===== src/rtl/pixel_source.sv =====
// Purpose: streams a stored greyscale frame from sync RAM as a gap-free pixel bus with frame/line markers.
// Latency: Start sampled at edge k -> first read after k+1 -> first pixel with markers after k+3.
// Backpressure: none; consumers must accept one pixel per clock while a frame is in flight.
module pixel_source #(
    parameter int ADDR_W = 16,
    parameter int VGAP   = 4
) (
    input  logic              Clk,
    input  logic              nReset,
    input  logic              Start,
    input  logic              Continuous,
    input  logic [7:0]        Width,
    input  logic [7:0]        Height,
    output logic              MemRd,
    output logic [ADDR_W-1:0] MemAddr,
    input  logic [7:0]        MemData,
    output logic [7:0]        PixelOut,
    output logic              FrameOut,
    output logic              LineOut,
    output logic              Busy,
    output logic              Done
);

    localparam int GAP_W = $clog2(VGAP + 1);

    typedef enum logic [1:0] {S_IDLE, S_STREAM, S_GAP} state_t;

    state_t              state_q, state_d;
    logic [7:0]          width_q, width_d;
    logic [7:0]          height_q, height_d;
    logic [7:0]          col_q, col_d;
    logic [7:0]          row_q, row_d;
    logic [ADDR_W-1:0]   addr_q, addr_d;
    logic [GAP_W-1:0]    gap_q, gap_d;
    logic                busy_q;

    // Read stage: strobe, address and tags issued together with the RAM read.
    logic                rd_vld_q, rd_vld_d;
    logic                rd_frm_q, rd_frm_d;
    logic                rd_line_q, rd_line_d;
    logic                rd_last_q, rd_last_d;
    logic [ADDR_W-1:0]   mem_addr_q, mem_addr_d;

    // Delay stage: tags aligned with the cycle MemData is valid.
    logic                dl_vld_q, dl_frm_q, dl_line_q, dl_last_q;

    // Output register.
    logic [7:0]          pixel_q;
    logic                frame_q, line_q, done_q;

    logic                last_rd;
    logic                dims_ok;

    assign last_rd = (row_q == height_q - 8'd1) && (col_q == width_q - 8'd1);
    assign dims_ok = (Width != 8'd0) && (Height != 8'd0);

    // Next-state logic: frame sequencing, raster counters and read issue.
    always_comb begin
        state_d    = state_q;
        width_d    = width_q;
        height_d   = height_q;
        col_d      = col_q;
        row_d      = row_q;
        addr_d     = addr_q;
        gap_d      = gap_q;
        rd_vld_d   = 1'b0;
        rd_frm_d   = 1'b0;
        rd_line_d  = 1'b0;
        rd_last_d  = 1'b0;
        mem_addr_d = mem_addr_q;
        case (state_q)
            S_IDLE: begin
                if (Start && dims_ok) begin
                    width_d  = Width;
                    height_d = Height;
                    col_d    = 8'd0;
                    row_d    = 8'd0;
                    addr_d   = '0;
                    state_d  = S_STREAM;
                end
            end
            S_STREAM: begin
                rd_vld_d   = 1'b1;
                mem_addr_d = addr_q;
                rd_frm_d   = (addr_q == '0);
                rd_line_d  = (col_q == 8'd0);
                rd_last_d  = last_rd;
                addr_d     = addr_q + ADDR_W'(1);
                if (last_rd) begin
                    gap_d   = GAP_W'(VGAP);
                    state_d = S_GAP;
                end else if (col_q == width_q - 8'd1) begin
                    col_d = 8'd0;
                    row_d = row_q + 8'd1;
                end else begin
                    col_d = col_q + 8'd1;
                end
            end
            S_GAP: begin
                if (gap_q <= GAP_W'(1)) begin
                    // A zero-sized relatch would never terminate, so fall back to IDLE.
                    if (Continuous && dims_ok) begin
                        width_d  = Width;
                        height_d = Height;
                        col_d    = 8'd0;
                        row_d    = 8'd0;
                        addr_d   = '0;
                        state_d  = S_STREAM;
                    end else begin
                        state_d = S_IDLE;
                    end
                end else begin
                    gap_d = gap_q - GAP_W'(1);
                end
            end
            default: state_d = S_IDLE;
        endcase
    end

    // Control state, counters and read-stage registers.
    always_ff @(posedge Clk or negedge nReset) begin
        if (!nReset) begin
            state_q    <= S_IDLE;
            width_q    <= 8'd0;
            height_q   <= 8'd0;
            col_q      <= 8'd0;
            row_q      <= 8'd0;
            addr_q     <= '0;
            gap_q      <= '0;
            busy_q     <= 1'b0;
            rd_vld_q   <= 1'b0;
            rd_frm_q   <= 1'b0;
            rd_line_q  <= 1'b0;
            rd_last_q  <= 1'b0;
            mem_addr_q <= '0;
        end else begin
            state_q    <= state_d;
            width_q    <= width_d;
            height_q   <= height_d;
            col_q      <= col_d;
            row_q      <= row_d;
            addr_q     <= addr_d;
            gap_q      <= gap_d;
            busy_q     <= (state_q != S_IDLE);
            rd_vld_q   <= rd_vld_d;
            rd_frm_q   <= rd_frm_d;
            rd_line_q  <= rd_line_d;
            rd_last_q  <= rd_last_d;
            mem_addr_q <= mem_addr_d;
        end
    end

    // Tag delay matching RAM latency, then the registered pixel/marker outputs.
    always_ff @(posedge Clk or negedge nReset) begin
        if (!nReset) begin
            dl_vld_q  <= 1'b0;
            dl_frm_q  <= 1'b0;
            dl_line_q <= 1'b0;
            dl_last_q <= 1'b0;
            pixel_q   <= 8'd0;
            frame_q   <= 1'b0;
            line_q    <= 1'b0;
            done_q    <= 1'b0;
        end else begin
            dl_vld_q  <= rd_vld_q;
            dl_frm_q  <= rd_vld_q & rd_frm_q;
            dl_line_q <= rd_vld_q & rd_line_q;
            dl_last_q <= rd_vld_q & rd_last_q;
            pixel_q   <= dl_vld_q ? MemData : 8'd0;
            frame_q   <= dl_vld_q & dl_frm_q;
            line_q    <= dl_vld_q & dl_line_q;
            done_q    <= dl_vld_q & dl_last_q;
        end
    end

    assign MemRd    = rd_vld_q;
    assign MemAddr  = mem_addr_q;
    assign PixelOut = pixel_q;
    assign FrameOut = frame_q;
    assign LineOut  = line_q;
    assign Busy     = busy_q;
    assign Done     = done_q;

endmodule


===== config.mk =====
export PLATFORM = sky130hd
export DESIGN_NAME = pixel_source
export DESIGN_NICKNAME = d
export VERILOG_FILES = /design/src/rtl/pixel_source.sv
export SDC_FILE = /design/constraint.sdc
export NUM_CORES = 1
export LEC_CHECK = 0
export ABC_AREA = 1
export BUFFER_PORTS_ARGS = -buffer_cell sky130_fd_sc_hd__buf_2
export CAP_MARGIN = 0
export CORE_MARGIN = 1.5
export CORE_UTILIZATION = 40
export DETAILED_ROUTE_END_ITERATION = 7
export PLACE_DENSITY = 0.67
export SLEW_MARGIN = 30
export SYNTH_ARGS = -nofsm -noshare
export SYNTH_HDL_FRONTEND = slang
export SYNTH_SLANG_ARGS = --single-unit

===== constraint.sdc =====
create_clock -name Clk -period 2.6 [get_ports Clk]
set_input_delay 0.26 -clock Clk [delete_from_list [all_inputs] [get_ports Clk]]
set_output_delay 0.26 -clock Clk [all_outputs]
set_load 0.01 [all_outputs]

Yosys cells after proc, flatten, opt, wreduce, memory -nomap -nowiden --
Cells that the tools add are included. Widths: inputs -> output; s select.
Operators by class: magnitude comparators 1, equality and inequality tests 11, muxes and demuxes 34, add/sub/neg operators 6, bitwise operators 6, reductions and logical operators 19
Operator list (number):
- $mux 8 | 14
- $mux 16 | 3
- $pmux 16 s3 | 1
- $pmux 8 s3 | 2
- $pmux 8 s2 | 2
- $add 16x1->16 const B | 1
- $add 8x1->8 const B | 2
- $eq 8x8->1 | 2
- $logic_not 16->1 | 1
- $reduce_bool 8->1 | 2
- $sub 8x1->8 const B | 2
- $ne 2x2->1 const B | 7
- $logic_not 8->1 | 1
- $reduce_and 4->1 | 2
- $and 1x1->1 | 6
- $mux 2 | 3
- $mux 3 | 2
- $pmux 2 s3 | 1
- $pmux 3 s2 | 1
- $reduce_and 3->1 | 2
- $reduce_and 6->1 | 1
- $reduce_bool 2->1 | 3
- $mux 1 | 5
- $reduce_and 5->1 | 1
- 7 further kinds | 10
Storage, ports and cells: logic and storage cells 98, output and inout port bits 29, register bits after elaboration 89, input port bits 28

Depth between registers and ports, before layout --
Gate-level depths: netlist of run 1.
word-level depth 6, mapped depth 14, mapped depth without buffers 14

Least setup slack after synthesis of run 1 --
OpenSTA, ideal clock, no wires.
kind flip-flop to flip-flop, start register width_q[0], end register row_q[2], setup slack 767 ps, buffers on the path 0, clock period less this slack 1833 ps, required time 2483 ps, data arrival time 1716 ps, setup time 117 ps, stages on the path, launching flop included 14, cells stage by stage dfrtp_1 -> inv_1 -> ha_1 -> nand2_1 -> nor2_2 -> nand3_1 -> nand2_2 -> nand2_1 -> nor2_2 -> nand2_2 -> a21oi_4 -> nand2_4 -> nand2_1 -> nand2_1
On the way: longest elaborated chain between the ends 5, elaborated cells between the ends (all ways) 6, classes of those cells 1 x add/sub; 3 x eq/ne; 2 x reduce/logical
Ends and longest elaborated chain:
- from (decl) | line 29 | logic [7:0] width_q, width_d;
- from (signal assigned) | line 138 | width_q <= width_d;
- $sub 8x1->8 (*) | line 54, 92
- $eq 8x8->1 (*) | line 54, 92
- $logic_and 1x1->1 | line 54 | assign last_rd = (row_q == height_q - 8'd1) && (col_q == width_q - 8'd1);
- $ne 2x2->1 (no line)
- $reduce_and 6->1 (no line) (*)
- to (signal assigned) | line 141 | row_q <= row_d;
- to (decl) | line 32 | logic [7:0] row_q, row_d;
Every way passes the cells marked *; elsewhere a longest branch is shown, timed or not. A chain may end at the register's enable or synchronous reset.

Final worst setup path of run 1 --
start register height_q[0], end register gap_q[1]
On the way: longest elaborated chain between the ends 5
Ends and longest elaborated chain:
- from (decl) | line 30 | logic [7:0] height_q, height_d;
- from (signal assigned) | line 139 | height_q <= height_d;
- $sub 8x1->8 | line 54
- $eq 8x8->1 | line 54
- $logic_and 1x1->1 | line 54
- $ne 2x2->1 (no line)
- $reduce_and 3->1 (no line)
- to (signal assigned) | line 143 | gap_q <= gap_d;
- to (decl) | line 34 | logic [GAP_W-1:0] gap_q, gap_d;
No other way between the ends.

==> results.py, run 1 <==
metrics = {
    "power": {
        "ir_worst_vdd_mv": 0.280,
        "leakage_nw": 2.79,
        "p_total_mw": 2.79,
        "cellPowerDensity_nw_per_um2": 507,
    },
    "synthesis": {
        "netlist.area_leader.share": 0.468,
        "synth_area_leaders": "dfrtp_1 47%, nand2_1 14%, nand3_1 5.9%, inv_1 5.7%, nor2_1 4.7%",
        "synth_most_common_cell": "nand2_1",
        "syn_nets": 645,
        "ys.flop_type": "dfrtp_1",
        "yosysSeqAreaShare": 0.468,
        "ys_ff_latch": 89,
        "synth_cells": 608,
        "synth_cell_types": 38,
        "syn_area_per_cell_um2": 7.83,
        "yosys_warnings": 0,
        "yosys.area.top_type": "dfrtp_1",
        "synthTopCellsByCount": "173 x nand2_1, 89 x dfrtp_1, 72 x inv_1, 59 x nor2_1, 56 x nand3_1",
        "synth-edff-count": 0,
        "syn_area_um2": 4760,
        "ys_async_sr_fraction": 1.00,
    },
    "layout": {
        "post-route-util": 0.478,
        "area_growth_pct": 15.6,
        "n_antenna_cell": 0,
        "fillCellCount": 1111,
        "final_nets": 704,
        "layout-drive-gt1-share": 0.150,
    },
    "route": {
        "drt_iter0_drc": 290,
        "via_per_inst": 5.04,
        "drc": 3,
        "dr.pass1.iters": 8,
        "drtAntennaViolNets": 0,
        "routed_wl_um": 10600,
        "vias": 4109,
        "wire_per_inst_um": 13.0,
    },
    "cts": {
        "path_clk_slew_ps": 70,
        "h-tree-depth": 3,
        "post_cts_buffers": 0,
        "cts_tree": "done",
        "cts.repair.resized": 0,
        "clk_latency_ps": 340,
        "cts_buffer_depth": 2,
        "clockRootBuffer": "clkbuf_16",
        "numClockSinks": 89,
        "numCtsBuffers": 9,
    },
    "global_route": {
        "grt_pass1_vias": 4071,
        "grt_pass1_wl_um": 18500,
        "grt_remaining_overflow": 0,
        "globalRouteTotalUtil": 0.180,
        "grt_max_degree": 53,
        "antenna_found_initial": 0,
    },
    "run": {
        "maxCapViolations": 0,
    },
    "placed_design": {
        "place_hpwl_um": 7730,
        "place_congestion": 0.895,
        "port_buffers": 56,
    },
    "sta": {
        "tightest_slew_ps": 519,
        "timing.fmax_mhz": 461,
        "period_needed_ps": 2170,
        "period_share": 0.835,
        "slew_violations": 0,
        "tns_ps": 0,
        "rsz0062_at_grt": "false",
        "skew_ps": 5.45,
        "hold_viol": 0,
        "maxSlewHeadroom": 0.654,
        "setup_violations": 0,
    },
    "run_status": {
        "violations": "DRC",
        "outcome": "finished with violations",
    },
    "floorplan": {
        "floorplan.rows": 39,
        "die-height_um": 112,
        "start_util": 0.413,
        "die-area_um2": 12600,
        "pin_count": 57,
        "chipWidth_um": 112,
        "core_area_um2": 11500,
    },
    "critical_path": {
        "r2r_end": "gap_q[1]$_DFFE_PN0P_",
        "crit_type": "reg2reg",
        "arrival_ps": 2400,
        "r2r_cells": 13,
        "worstPathMaxFanout": 6,
        "reg2reg_from": "height_q[0]$_DFFE_PN0P_",
        "cp-end-kind": "flop",
        "r2r_slack_ps": 430,
        "critPathRequiredTime_ps": 2830,
        "critical_path.startpoint_type": "flop",
    },
    "worst_hold_path": {
        "hold_end": "PixelOut[4]$_DFF_PN0_",
        "min_path_type": "in2reg",
        "min_path_cells": 3,
        "worstHoldStart": "MemData[4]",
    },
}
==> registers in the layout (all words and copies together), names as in the netlist, 2 cells and up <==
| register | count |
|---|---|
| PixelOut | 8 |
| row_q | 8 |
| col_q | 8 |
| state_q | 2 |
| width_q | 8 |
| height_q | 8 |
| addr_q | 16 |
| gap_q | 3 |
| MemAddr | 16 |
==> worst max-delay path, cell delays in order (launching register included) <==
cell and delay (ps):
dfrtp_1 410, inv_1 150, ha_1 280, nand2_1 110, nor2_1 180, nand3_1 90
nand2_1 80, inv_1 40, nor2_1 140, nand3_1 150, nor2_1 110, nand2_1 130
nand3_1 120, nand2_1 60
==> routing by layer <==
layer,GRT usage,vias to the layer above,wire length (um)
met4,0.0802,0,223
met1,0.227,1926,4840
li1,-,2065,-
met5,0,-,0
met2,0.299,100,5070
met3,0.0383,18,469
==> power breakdown <==
part	internal, mW	leakage, nW	switching, mW
logic	0.0267	1.62	0.0460
clock network	0.758	0.148	0.567
registers	1.39	1.02	0.00132
==> area by class of cell <==
type                       count  area [um^2]  area share
clock inverter                 6         73.8      0.0134
sequential                    89         2230       0.405
inverter                      78          293      0.0532
clock buffer                  10          229      0.0416
timing repair buffer          61          335      0.0609
tap                          143          179      0.0325
multi-input combinational    428         2170       0.394
==> cell families (layout without fill, tap and decap cells) <==
family                   after synthesis  after routing  share of synthesized area
AO/OA/AOI/OAI                         53             53                     0.0620
XOR/XNOR                              24             24                     0.0442
adder cells (fa/ha/maj)                9              9                     0.0237
buffers and inverters                 91            155                     0.0770
flip-flops                            89             89                      0.468
AND/OR/NAND/NOR                      342            342                      0.325
==> worst max-delay path by stage <==
stage | start | end | slack [ps] | cells after the start
detailed placement | width_q[0]$_DFFE_PN0P_ | row_q[4]$_DFFE_PN0P_ | 480 | 13
global placement | width_q[0]$_DFFE_PN0P_ | row_q[2]$_DFFE_PN0P_ | 590 | 13
floorplan | width_q[0]$_DFFE_PN0P_ | row_q[2]$_DFFE_PN0P_ | 770 | 13
CTS | width_q[0]$_DFFE_PN0P_ | row_q[6]$_DFFE_PN0P_ | 450 | 13
global route | width_q[0]$_DFFE_PN0P_ | row_q[7]$_DFFE_PN0P_ | 190 | 13
finish | height_q[0]$_DFFE_PN0P_ | gap_q[1]$_DFFE_PN0P_ | 430 | 13
==> through the flow <==
| step | setup WS [ps] | hold slack (ps) | instance area [um^2] | cells |
|---|---|---|---|---|
| after floorplan | 767 | -35.6 | 4760 | 608 |
| after global placement | 586 | 256 | 5190 | 798 |
| after detailed placement | 483 | 262 | 5190 | 798 |
| after CTS | 453 | 94.8 | 5500 | 815 |
| after global routing | 191 | 105 | 5500 | 815 |
| final | 429 | 104 | 5500 | 815 |
==> timing repair <==
action	4_1_cts	5_1_grt
hold buffers	1	0
endpoints found under the setup margin	0	0
hold endpoints to repair	37	0
==> placed cells by master, fill, tap and decap left out, types with 2 or more instances in the layout <==
cell       count
dfrtp_1       89
or2_2          2
nor2_1        59
inv_1         72
inv_6          2
xor2_1        21
o22ai_1       10
xnor2_1        3
and2_1         2
nor2_8         2
nor4_1         5
o21ai_1        2
nand2_1      173
nand4_1       15
nand3_2        3
nor2_2         6
nand2_2        4
clkinv_4       3
buf_4          4
nand3_1       56
buf_2         55
clkbuf_16      9
a21oi_1        4
o21ai_0       34
ha_1           9
nand3b_1       2
inv_2          5
nor3_1         8
Note: power is estimated with default switching activity, not from simulation.
==> inputs of run 2 (changes only) <==
- clock period: 2.6 -> 2.1 ns (I/O delays scaled with it)
==> results.py, run 2 (synthesis gave the netlist of run 1 again) <==
metrics = {
    "layout": {
        "finalNonFillerCells": 823,
        "fillCellCount": 1094,
        "n_antenna_cell": 0,
        "final_common_cell": "nand2_1",
        "area_growth_pct": 18.2,
        "final_nets": 712,
        "layout_common_cells": "171 x nand2_1, 89 x dfrtp_1, 70 x inv_1",
        "layout-drive-gt1-share": 0.179,
    },
    "route": {
        "wire_per_inst_um": 12.9,
        "drtAntennaViolNets": 0,
        "vias": 4120,
        "via_per_inst": 5.01,
        "routed_wl_um": 10600,
        "drt_iter0_drc": 260,
        "dr.pass1.iters": 7,
        "drc": 6,
    },
    "cts": {
        "clk_latency_ps": 350,
        "numClockSinks": 89,
        "cts_tree": "done",
        "cts_buffer_depth": 2,
        "h-tree-depth": 3,
        "numCtsBuffers": 9,
        "clockRootBuffer": "clkbuf_16",
        "path_clk_slew_ps": 60,
    },
    "worst_hold_path": {
        "min_path_type": "in2reg",
    },
    "floorplan": {
        "pin_count": 57,
        "die-area_um2": 12600,
        "floorplan.rows": 39,
        "core_area_um2": 11500,
        "die-height_um": 112,
        "chipWidth_um": 112,
        "start_util": 0.413,
    },
    "run": {
        "maxCapViolations": 0,
    },
    "global_route": {
        "grt_max_degree": 54,
        "grt_pass1_vias": 4139,
        "grt_pass1_wl_um": 18700,
        "grt_remaining_overflow": 0,
        "antenna_found_initial": 0,
        "globalRouteTotalUtil": 0.183,
    },
    "sta": {
        "tns_ps": 0,
        "hold_viol": 0,
        "period_needed_ps": 1960,
        "holdWs_ps": 50.9,
        "period_share": 0.934,
        "tightest_slew_ps": 697,
        "slew_violations": 0,
        "maxSlewHeadroom": 0.536,
        "setup_violations": 0,
        "skew_ps": 8.62,
        "timing.fmax_mhz": 510,
    },
    "placed_design": {
        "place_hpwl_um": 7790,
        "dp.cells": 802,
        "place_congestion": 0.890,
        "port_buffers": 56,
    },
    "critical_path": {
        "cp-end-kind": "flop",
        "cp_top_family": "simple AND/OR/NAND/NOR gates",
        "cp_common_cell": "nand2_1",
        "crit_type": "reg2reg",
        "slowest_delay_ps": 440,
        "critPathSlowestCell": "dfrtp_1",
        "critical_path.startpoint_type": "flop",
        "critPathRequiredTime_ps": 2380,
        "arrival_ps": 2240,
        "path_cells": "nor2_1, nand2_1, o21ai_1, nand3_2, nor2_2, nand2_2, a21oi_4, buf_12, nand3_1, nand2_1",
        "worstPathBufferInverterCount": 1,
        "worstPathMaxFanout": 5,
    },
    "power": {
        "ir_worst_vdd_mv": 0.350,
        "leakage_nw": 2.82,
        "cellPowerDensity_nw_per_um2": 597,
        "p_total_mw": 3.36,
    },
    "run_status": {
        "outcome": "finished with violations",
        "violations": "DRC",
    },
}
-- run 2: changes by cell type in the layout (fill, tap and decap cells not counted), sizes merged --
cell | before | now
buf | 60 | 68
clkinvlp | 0 | 2
bufinv | 1 | 0
inv | 79 | 78
-- run 2: metrics by stage --
| step | cell area (um^2) | utilization | worst slack [ps] |
|---|---|---|---|
| 6_report | 5630 | 0.489 | 139 |
| 5_1_grt | 5630 | 0.489 | -25.5 |
| 4_1_cts | 5540 | 0.481 | 3.29 |
| 3_5_place_dp | 5220 | 0.453 | 14.5 |
| 3_3_place_gp | 5220 | 0.453 | 93.6 |
| 2_1_floorplan | 4760 | - | 267 |
-- run 2: report_power, final --
part / switching (mW) / leakage, nW / internal (mW)
Combinational: 0.0565 / 1.66 / 0.0342
Clock: 0.695 / 0.141 / 0.848
Sequential: 0.00151 / 1.02 / 1.72
-- run 2: routing by layer --
| metal | part of all wire | global-route usage | wire (um) |
|---|---|---|---|
| met1 | 0.44 | 0.225 | 4660 |
| met2 | 0.50 | 0.312 | 5310 |
| met3 | 0.046 | 0.0421 | 485 |
| met4 | 0.018 | 0.0726 | 189 |
| met5 | 0 | 0 | 0 |
-- run 2: repair_timing --
item                                    CTS  global route
resized for setup                         0            16
endpoints found under the setup margin    1            24
hold buffers                              1             0
buffers inserted                          1             3
pin swaps                                 1             3
hold endpoints to repair                 51             0
-- run 2: cell type report --
class	instances	area (um^2)	share of cell area
clock buffer	10	239	0.0425
clock inverter	6	50.0	0.00889
inverter	78	297	0.0527
multi-input combinational	428	2230	0.396
sequential	89	2230	0.396
tap	143	179	0.0318
timing repair buffer	69	408	0.0725
-- run 2: worst min-delay path, cell delays in order --
cell and delay, ps:
buf_2 70, nand2_1 40, inv_1 40
-- run 2: worst paths after layout --
kind	startpoint	endpoint	slack, ps	cells past startpoint
setup reg to reg	width_q[3]$_DFFE_PN0P_	row_q[2]$_DFFE_PN0P_	140	10
max in group asynchronous	nReset	LineOut$_DFF_PN0_	1000	3
min in group asynchronous	nReset	width_q[1]$_DFFE_PN0P_	460	2
hold reg to reg	dl_frm_q$_DFF_PN0_	FrameOut$_DFF_PN0_	430	2
setup / recovery	width_q[3]$_DFFE_PN0P_	row_q[2]$_DFFE_PN0P_	140	10
hold / removal	MemData[2]	PixelOut[2]$_DFF_PN0_	50	3
